$ cat src/rtl/msi_cpu_emitter_if.sv
// CPU request, snooping-bus and snoop-input signals of the MSI CPU-side emitter.
// The master modport is the controller's view; slave is the environment's view.
interface msi_cpu_emitter_if #(
   parameter int unsigned ADDR_W = 8
);
   logic              cpu_valid;
   logic              cpu_write;
   logic [ADDR_W-1:0] cpu_addr;
   logic              cpu_ready;
   logic              cpu_done;
   logic              cpu_hit;
   logic              bus_req;
   logic              bus_gnt;
   logic              bus_valid;
   logic [1:0]        bus_op;
   logic [ADDR_W-1:0] bus_addr;
   logic              bus_wb;
   logic [ADDR_W-1:0] bus_wb_addr;
   logic              snoop_valid;
   logic [1:0]        snoop_op;
   logic [ADDR_W-1:0] snoop_addr;
   logic              snoop_flush;

   modport master (
      input  cpu_valid, cpu_write, cpu_addr, bus_gnt, snoop_valid, snoop_op, snoop_addr,
      output cpu_ready, cpu_done, cpu_hit, bus_req, bus_valid, bus_op, bus_addr,
      output bus_wb, bus_wb_addr, snoop_flush
   );

   modport slave (
      output cpu_valid, cpu_write, cpu_addr, bus_gnt, snoop_valid, snoop_op, snoop_addr,
      input  cpu_ready, cpu_done, cpu_hit, bus_req, bus_valid, bus_op, bus_addr,
      input  bus_wb, bus_wb_addr, snoop_flush
   );
endinterface

$ cat src/rtl/msi_cpu_emitter.sv
// CPU-side MSI controller: direct-mapped tag/state array, turns CPU requests into hits or
// snooping-bus transactions, and applies foreign snoops to its own lines every cycle.
module msi_cpu_emitter #(
   parameter int unsigned ADDR_W  = 8,
   parameter int unsigned INDEX_W = 2
) (
   input logic                clock,
   input logic                reset,
   msi_cpu_emitter_if.master  ifc
);
   localparam int unsigned NUM_LINES = 2 ** INDEX_W;
   localparam int unsigned TAG_W     = ADDR_W - INDEX_W;

   localparam logic [1:0] OpRead   = 2'b00;
   localparam logic [1:0] OpWrite  = 2'b01;
   localparam logic [1:0] OpInv    = 2'b10;
   localparam logic [1:0] LnInv    = 2'b00;
   localparam logic [1:0] LnExcl   = 2'b01;
   localparam logic [1:0] LnShared = 2'b10;

   typedef enum logic [2:0] {StIdle, StCheck, StWb, StArb, StIssue, StUpdate} state_e;

   state_e             state_q, state_d;
   logic               write_q;
   logic [ADDR_W-1:0]  addr_q;
   logic [1:0]         op_q, op_d;
   logic               flush_q, flush_d;
   logic [1:0]         line_q [NUM_LINES];
   logic [1:0]         line_d [NUM_LINES];
   logic [TAG_W-1:0]   tag_q  [NUM_LINES];
   logic [TAG_W-1:0]   tag_d  [NUM_LINES];

   logic [INDEX_W-1:0] idx, snp_idx;
   logic [TAG_W-1:0]   tag, snp_tag;
   logic               hit, victim_inv, install;

   assign idx     = addr_q[INDEX_W-1:0];
   assign tag     = addr_q[ADDR_W-1:INDEX_W];
   assign snp_idx = ifc.snoop_addr[INDEX_W-1:0];
   assign snp_tag = ifc.snoop_addr[ADDR_W-1:INDEX_W];
   assign hit     = (line_q[idx] != LnInv) && (tag_q[idx] == tag);

   assign ifc.snoop_flush = flush_q;

   always_comb begin
      state_d         = state_q;
      op_d            = op_q;
      victim_inv      = 1'b0;
      install         = 1'b0;
      ifc.cpu_ready   = 1'b0;
      ifc.cpu_done    = 1'b0;
      ifc.cpu_hit     = 1'b0;
      ifc.bus_req     = 1'b0;
      ifc.bus_valid   = 1'b0;
      ifc.bus_op      = OpRead;
      ifc.bus_addr    = '0;
      ifc.bus_wb      = 1'b0;
      ifc.bus_wb_addr = '0;
      unique case (state_q)
         StIdle: begin
            ifc.cpu_ready = 1'b1;
            if (ifc.cpu_valid) state_d = StCheck;
         end
         StCheck: begin
            if (hit && (!write_q || line_q[idx] == LnExcl)) begin
               ifc.cpu_done = 1'b1;
               ifc.cpu_hit  = 1'b1;
               state_d      = StIdle;
            end else if (hit) begin
               op_d    = OpInv;
               state_d = StArb;
            end else begin
               op_d    = write_q ? OpWrite : OpRead;
               state_d = (line_q[idx] == LnExcl) ? StWb : StArb;
            end
         end
         StWb: begin
            ifc.bus_wb      = 1'b1;
            ifc.bus_wb_addr = {tag_q[idx], idx};
            victim_inv      = 1'b1;
            state_d         = StArb;
         end
         StArb: begin
            ifc.bus_req = 1'b1;
            if (ifc.bus_gnt) state_d = StIssue;
         end
         StIssue: begin
            ifc.bus_valid = 1'b1;
            ifc.bus_addr  = addr_q;
            // An upgrade whose copy was snooped away must fetch the block again.
            ifc.bus_op    = (op_q == OpInv && line_q[idx] == LnInv) ? OpWrite : op_q;
            state_d       = StUpdate;
         end
         StUpdate: begin
            ifc.cpu_done = 1'b1;
            install      = 1'b1;
            state_d      = StIdle;
         end
         default: state_d = StIdle;
      endcase
   end

   // Own-transaction line updates first, then the snoop on top of the resulting state.
   always_comb begin
      flush_d = 1'b0;
      for (int i = 0; i < NUM_LINES; i++) begin
         line_d[i] = line_q[i];
         tag_d[i]  = tag_q[i];
         if (victim_inv && idx == INDEX_W'(i)) line_d[i] = LnInv;
         if (install && idx == INDEX_W'(i)) begin
            line_d[i] = write_q ? LnExcl : LnShared;
            tag_d[i]  = tag;
         end
         if (ifc.snoop_valid && snp_idx == INDEX_W'(i) && line_d[i] != LnInv &&
             tag_d[i] == snp_tag) begin
            case (ifc.snoop_op)
               OpRead: begin
                  if (line_d[i] == LnExcl) begin
                     line_d[i] = LnShared;
                     flush_d   = 1'b1;
                  end
               end
               OpWrite, OpInv: begin
                  if (line_d[i] == LnExcl) flush_d = 1'b1;
                  line_d[i] = LnInv;
               end
               default: ;
            endcase
         end
      end
   end

   always_ff @(posedge clock or posedge reset) begin
      if (reset) begin
         state_q <= StIdle;
         write_q <= 1'b0;
         addr_q  <= '0;
         op_q    <= OpRead;
         flush_q <= 1'b0;
         for (int i = 0; i < NUM_LINES; i++) begin
            line_q[i] <= LnInv;
            tag_q[i]  <= '0;
         end
      end else begin
         state_q <= state_d;
         op_q    <= op_d;
         flush_q <= flush_d;
         if (state_q == StIdle && ifc.cpu_valid) begin
            write_q <= ifc.cpu_write;
            addr_q  <= ifc.cpu_addr;
         end
         for (int i = 0; i < NUM_LINES; i++) begin
            line_q[i] <= line_d[i];
            tag_q[i]  <= tag_d[i];
         end
      end
   end
endmodule

$ cat src/flat_wrapper.sv
// flat-port wrapper written by rule: the top's interface ports become plain ports
module msi_cpu_emitter_flat 
#(
   parameter int unsigned ADDR_W  = 8,
   parameter int unsigned INDEX_W = 2
)
  (clock, reset, ifc_cpu_valid, ifc_cpu_write, ifc_cpu_addr, ifc_bus_gnt, ifc_snoop_valid, ifc_snoop_op, ifc_snoop_addr, ifc_cpu_ready, ifc_cpu_done, ifc_cpu_hit, ifc_bus_req, ifc_bus_valid, ifc_bus_op, ifc_bus_addr, ifc_bus_wb, ifc_bus_wb_addr, ifc_snoop_flush);
  msi_cpu_emitter_if #(.ADDR_W(ADDR_W)) ifc_i ();
  input logic clock;
  input logic reset;
  input wire logic [$bits(ifc_i.cpu_valid)-1:0] ifc_cpu_valid;
  input wire logic [$bits(ifc_i.cpu_write)-1:0] ifc_cpu_write;
  input wire logic [$bits(ifc_i.cpu_addr)-1:0] ifc_cpu_addr;
  input wire logic [$bits(ifc_i.bus_gnt)-1:0] ifc_bus_gnt;
  input wire logic [$bits(ifc_i.snoop_valid)-1:0] ifc_snoop_valid;
  input wire logic [$bits(ifc_i.snoop_op)-1:0] ifc_snoop_op;
  input wire logic [$bits(ifc_i.snoop_addr)-1:0] ifc_snoop_addr;
  output wire logic [$bits(ifc_i.cpu_ready)-1:0] ifc_cpu_ready;
  output wire logic [$bits(ifc_i.cpu_done)-1:0] ifc_cpu_done;
  output wire logic [$bits(ifc_i.cpu_hit)-1:0] ifc_cpu_hit;
  output wire logic [$bits(ifc_i.bus_req)-1:0] ifc_bus_req;
  output wire logic [$bits(ifc_i.bus_valid)-1:0] ifc_bus_valid;
  output wire logic [$bits(ifc_i.bus_op)-1:0] ifc_bus_op;
  output wire logic [$bits(ifc_i.bus_addr)-1:0] ifc_bus_addr;
  output wire logic [$bits(ifc_i.bus_wb)-1:0] ifc_bus_wb;
  output wire logic [$bits(ifc_i.bus_wb_addr)-1:0] ifc_bus_wb_addr;
  output wire logic [$bits(ifc_i.snoop_flush)-1:0] ifc_snoop_flush;
  assign ifc_i.cpu_valid = ifc_cpu_valid;
  assign ifc_i.cpu_write = ifc_cpu_write;
  assign ifc_i.cpu_addr = ifc_cpu_addr;
  assign ifc_i.bus_gnt = ifc_bus_gnt;
  assign ifc_i.snoop_valid = ifc_snoop_valid;
  assign ifc_i.snoop_op = ifc_snoop_op;
  assign ifc_i.snoop_addr = ifc_snoop_addr;
  assign ifc_cpu_ready = ifc_i.cpu_ready;
  assign ifc_cpu_done = ifc_i.cpu_done;
  assign ifc_cpu_hit = ifc_i.cpu_hit;
  assign ifc_bus_req = ifc_i.bus_req;
  assign ifc_bus_valid = ifc_i.bus_valid;
  assign ifc_bus_op = ifc_i.bus_op;
  assign ifc_bus_addr = ifc_i.bus_addr;
  assign ifc_bus_wb = ifc_i.bus_wb;
  assign ifc_bus_wb_addr = ifc_i.bus_wb_addr;
  assign ifc_snoop_flush = ifc_i.snoop_flush;
  msi_cpu_emitter #(.ADDR_W(ADDR_W), .INDEX_W(INDEX_W)) u_core (.clock(clock), .reset(reset), .ifc(ifc_i));
endmodule
$ cat config.mk
export PLATFORM = sky130hd
export DESIGN_NAME = msi_cpu_emitter_flat
export DESIGN_NICKNAME = d
export VERILOG_FILES = /design/src/rtl/msi_cpu_emitter_if.sv /design/src/rtl/msi_cpu_emitter.sv /design/src/flat_wrapper.sv
export SDC_FILE = /design/constraint.sdc
export NUM_CORES = 1
export LEC_CHECK = 0
export CAP_MARGIN = 10
export CORE_MARGIN = 2
export CORE_UTILIZATION = 50
export DETAILED_ROUTE_END_ITERATION = 7
export GPL_TIMING_DRIVEN = 0
export PLACE_DENSITY = 0.74
export SYNTH_ARGS = -nofsm -noshare
export SYNTH_HDL_FRONTEND = slang
export SYNTH_SLANG_ARGS = --single-unit
$ cat constraint.sdc
create_clock -name clock -period 3.3 [get_ports clock]
set_input_delay 0.66 -clock clock [delete_from_list [all_inputs] [get_ports clock]]
set_output_delay 0.66 -clock clock [all_outputs]
set_load 0.01 [all_outputs]
==> impl_metrics.py <==
metrics = {
    "place": {
        "place_ws_ps": -185.5,
        "port_buffers": 44,
        "dp.cells": 527,
        "hpwl_um": 8438,
        "gp_congestion": 0.9939,
    },
    "status": {
        "outcome": "finished, violations left",
        "violations": "negative setup slack",
    },
    "grt": {
        "grt_max_degree": 31,
        "grt_pass1_wl_um": 17710,
        "grt.overflow.total": 0,
        "antenna_found_initial": 0,
        "track_usage": 0.3155,
        "grt_pass1_vias": 3194,
    },
    "floorplanning": {
        "core-area_um2": 6756,
        "rows": 30,
        "dieWidth_um": 87.48,
        "ios": 49,
        "die_area_um2": 7653,
        "start_util": 0.5157,
        "die_y_um": 87.48,
    },
    "timing": {
        "setup_violations": 2,
        "fmax_mhz": 300.8,
        "final-hold-violation-count": 0,
        "timing.final.crit_share": 1.007,
        "fin_crit_ps": 3324,
        "timing.hold.ws_ps": 533.4,
        "fin_tns_setup_ps": -24.38,
        "rsz0062_at_grt": "yes",
        "worstMarginPinSlew_ps": 858.7,
        "slew_headroom": 0.4223,
        "setup_ws_ps": -24.15,
        "slew_violations": 0,
        "finClkSkew_ps": 8.394,
    },
    "clocking": {
        "ctsHoldBuffers": 0,
        "cts_tree": "yes",
        "cts_max_level": 2,
        "clockBufferDepth": 2,
        "path_clk_slew_ps": 100,
        "clkLatencyLatePin_ps": 310,
        "clock_sink_count": 47,
        "numCtsBuffers": 5,
        "cts_root_buf": "clkbuf_8",
    },
    "logic_synthesis": {
        "yosysTopAreaCellShare": 0.3375,
        "synthArstFlopShare": 1.000,
        "synthTopCellsByArea": "dfrtp_1 34%, nand2_1 6.4%, mux4_1 4.5%, nor2b_1 3.6%, o21ai_0 3.4%",
        "avgSynthCellArea_um2": 8.690,
        "synth_cell_types": 61,
        "synth_edf_count": 0,
        "synth-seq-cells": 47,
        "ys_warn_count": 0,
        "ys.flop_type": "dfrtp_1",
        "syn_inst": 401,
        "synth_top_area_cell": "dfrtp_1",
        "synth_area_um2": 3485,
        "yosysSeqAreaShare": 0.3375,
        "syn_nets": 425,
    },
    "hold_path": {
        "hold_class": "flop to flop",
    },
    "power_and_ir_drop": {
        "ir_drop_mv": 0.3497,
        "p_leak_nw": 1.842,
        "pwr_density_cell_nw_per_um2": 789.3,
    },
    "route": {
        "route.met3.wl_um": 1043,
        "routed_wl_um": 11490,
        "ant_nets": 0,
        "met2WireLength_um": 5197,
        "vias": 3453,
        "routedWlPerCell_um": 21.20,
        "drc": 0,
        "drt_iter0_markers": 422,
        "top_layer": "met4",
        "vias_per_cell": 6.371,
        "wl_met1_um": 4822,
        "dr.pass1.iters": 5,
    },
    "worst_setup_path": {
        "crit_arrival_ps": 2660,
        "path_buf_inv": 3,
        "crit_path_end_kind": "primary output",
        "cp-start-kind": "flop",
        "crit_required_ps": 2640,
        "path_cells": "buf_6, buf_12, mux4_2, xor2_1, or4_4, nor2_4, o211a_1, buf_2",
        "crit_fanout": 8,
        "critPathSlowestCell": "or4_4",
        "cp_slowest_stage_delay_ps": 600,
        "cp_top_family": "simple AND/OR/NAND/NOR gates",
        "worstSetupPathType": "flop to primary output",
    },
    "cells_and_area": {
        "final_cell_mix": "59 x nand2_1, 47 x dfrtp_1, 41 x clkdlybuf4s50_1, 24 x o21ai_0, 20 x nor2b_1",
        "final_net_count": 485,
        "multi_input_area_um2": 2132,
        "num-fill-cells": 562,
        "final_cells": 542,
        "regArea_um2": 1176,
        "area_delta_synth_final_pct": 21.47,
        "antenna_cells_inserted": 0,
        "final_common_cell": "nand2_1",
        "layout-drive-gt1-share": 0.1385,
        "fin_util": 0.6265,
    },
    "job": {
        "maxCapViolations": 0,
    },
}
[routing by layer]
layer  track usage  vias up
li1              -     1579
met1        0.4248     1640
met2        0.4890      201
met3       0.07204       33
met4        0.1315        0
met5             0        -
[layout make-up]
type | count | share of cell area
buffer | 26 | 0.03311
clock buffer | 6 | 0.01951
clock inverter | 2 | 0.008277
inverter | 15 | 0.01330
multi-input combinational | 313 | 0.5037
sequential | 47 | 0.2779
tap | 80 | 0.02365
timing repair buffer | 53 | 0.1206
[synthesized netlist by cell type, types with 7 or more instances]
master	instances
o21ai_0	24
inv_1	15
nand2_1	59
nand3_1	11
a21oi_1	12
xor2_1	9
clkbuf_1	16
mux2_2	10
dfrtp_1	47
nor2b_1	20
nor3_1	10
nor2_1	20
and2_1	19
nand4_1	8
a31oi_1	7
[sequential cells by signal, indices dropped and copies added (netlist names)]
register,cells
u_core.op_q,2
u_core.line_q,8
u_core.addr_q,8
u_core.tag_q,24
u_core.write_q,1
u_core.state_q,3
u_core.ifc.snoop_flush,1
[metrics by stage]
step	power, mW	instance area, µm²
after floorplan	2.159	3485
after global placement	2.727	4025
after detailed placement	2.754	4053
after CTS	3.260	4188
after global routing	3.539	4233
final	3.341	4233
[report_power, final]
group | internal (mW) | switching [mW] | total, mW
Clock | 0.246 | 0.210 | 0.456
Sequential | 0.786 | 0.213 | 1.00
Combinational | 0.793 | 1.09 | 1.89
[cells by family (layout without fill, tap and decap cells)]
group | after synthesis | count (layout) | share of synthesized area
muxes | 20 | 20 | 0.09623
and+or+nand+nor | 186 | 186 | 0.2880
buffers and inverters | 41 | 102 | 0.05494
DFF | 47 | 47 | 0.3375
xor gates and xnor gates | 14 | 14 | 0.03519
AOI/OAI and AO/OA | 93 | 93 | 0.1882
[worst paths after layout]
path	startpoint	to	slack, ps	cells past startpoint
worst max-delay path	u_core.addr_q[0]	ifc_cpu_done	-20	8
worst min-delay path	u_core.op_q[0]	u_core.op_q[0]	530	1
worst max register to register	u_core.addr_q[5]	u_core.ifc.snoop_flush	400	7
worst min register to register	u_core.op_q[0]	u_core.op_q[0]	530	1
max in group asynchronous	reset	u_core.line_q[6]	2130	3
min in group asynchronous	reset	u_core.addr_q[7]	670	2
[what timing repair did]
action | CTS | global route
gates cloned | 1 | 0
buffers inserted | 2 | 4
resized for setup | 13 | 5
setup endpoints to repair | 6 | 5
pin swaps | 4 | 4
Power figures use the tool's default switching activity.
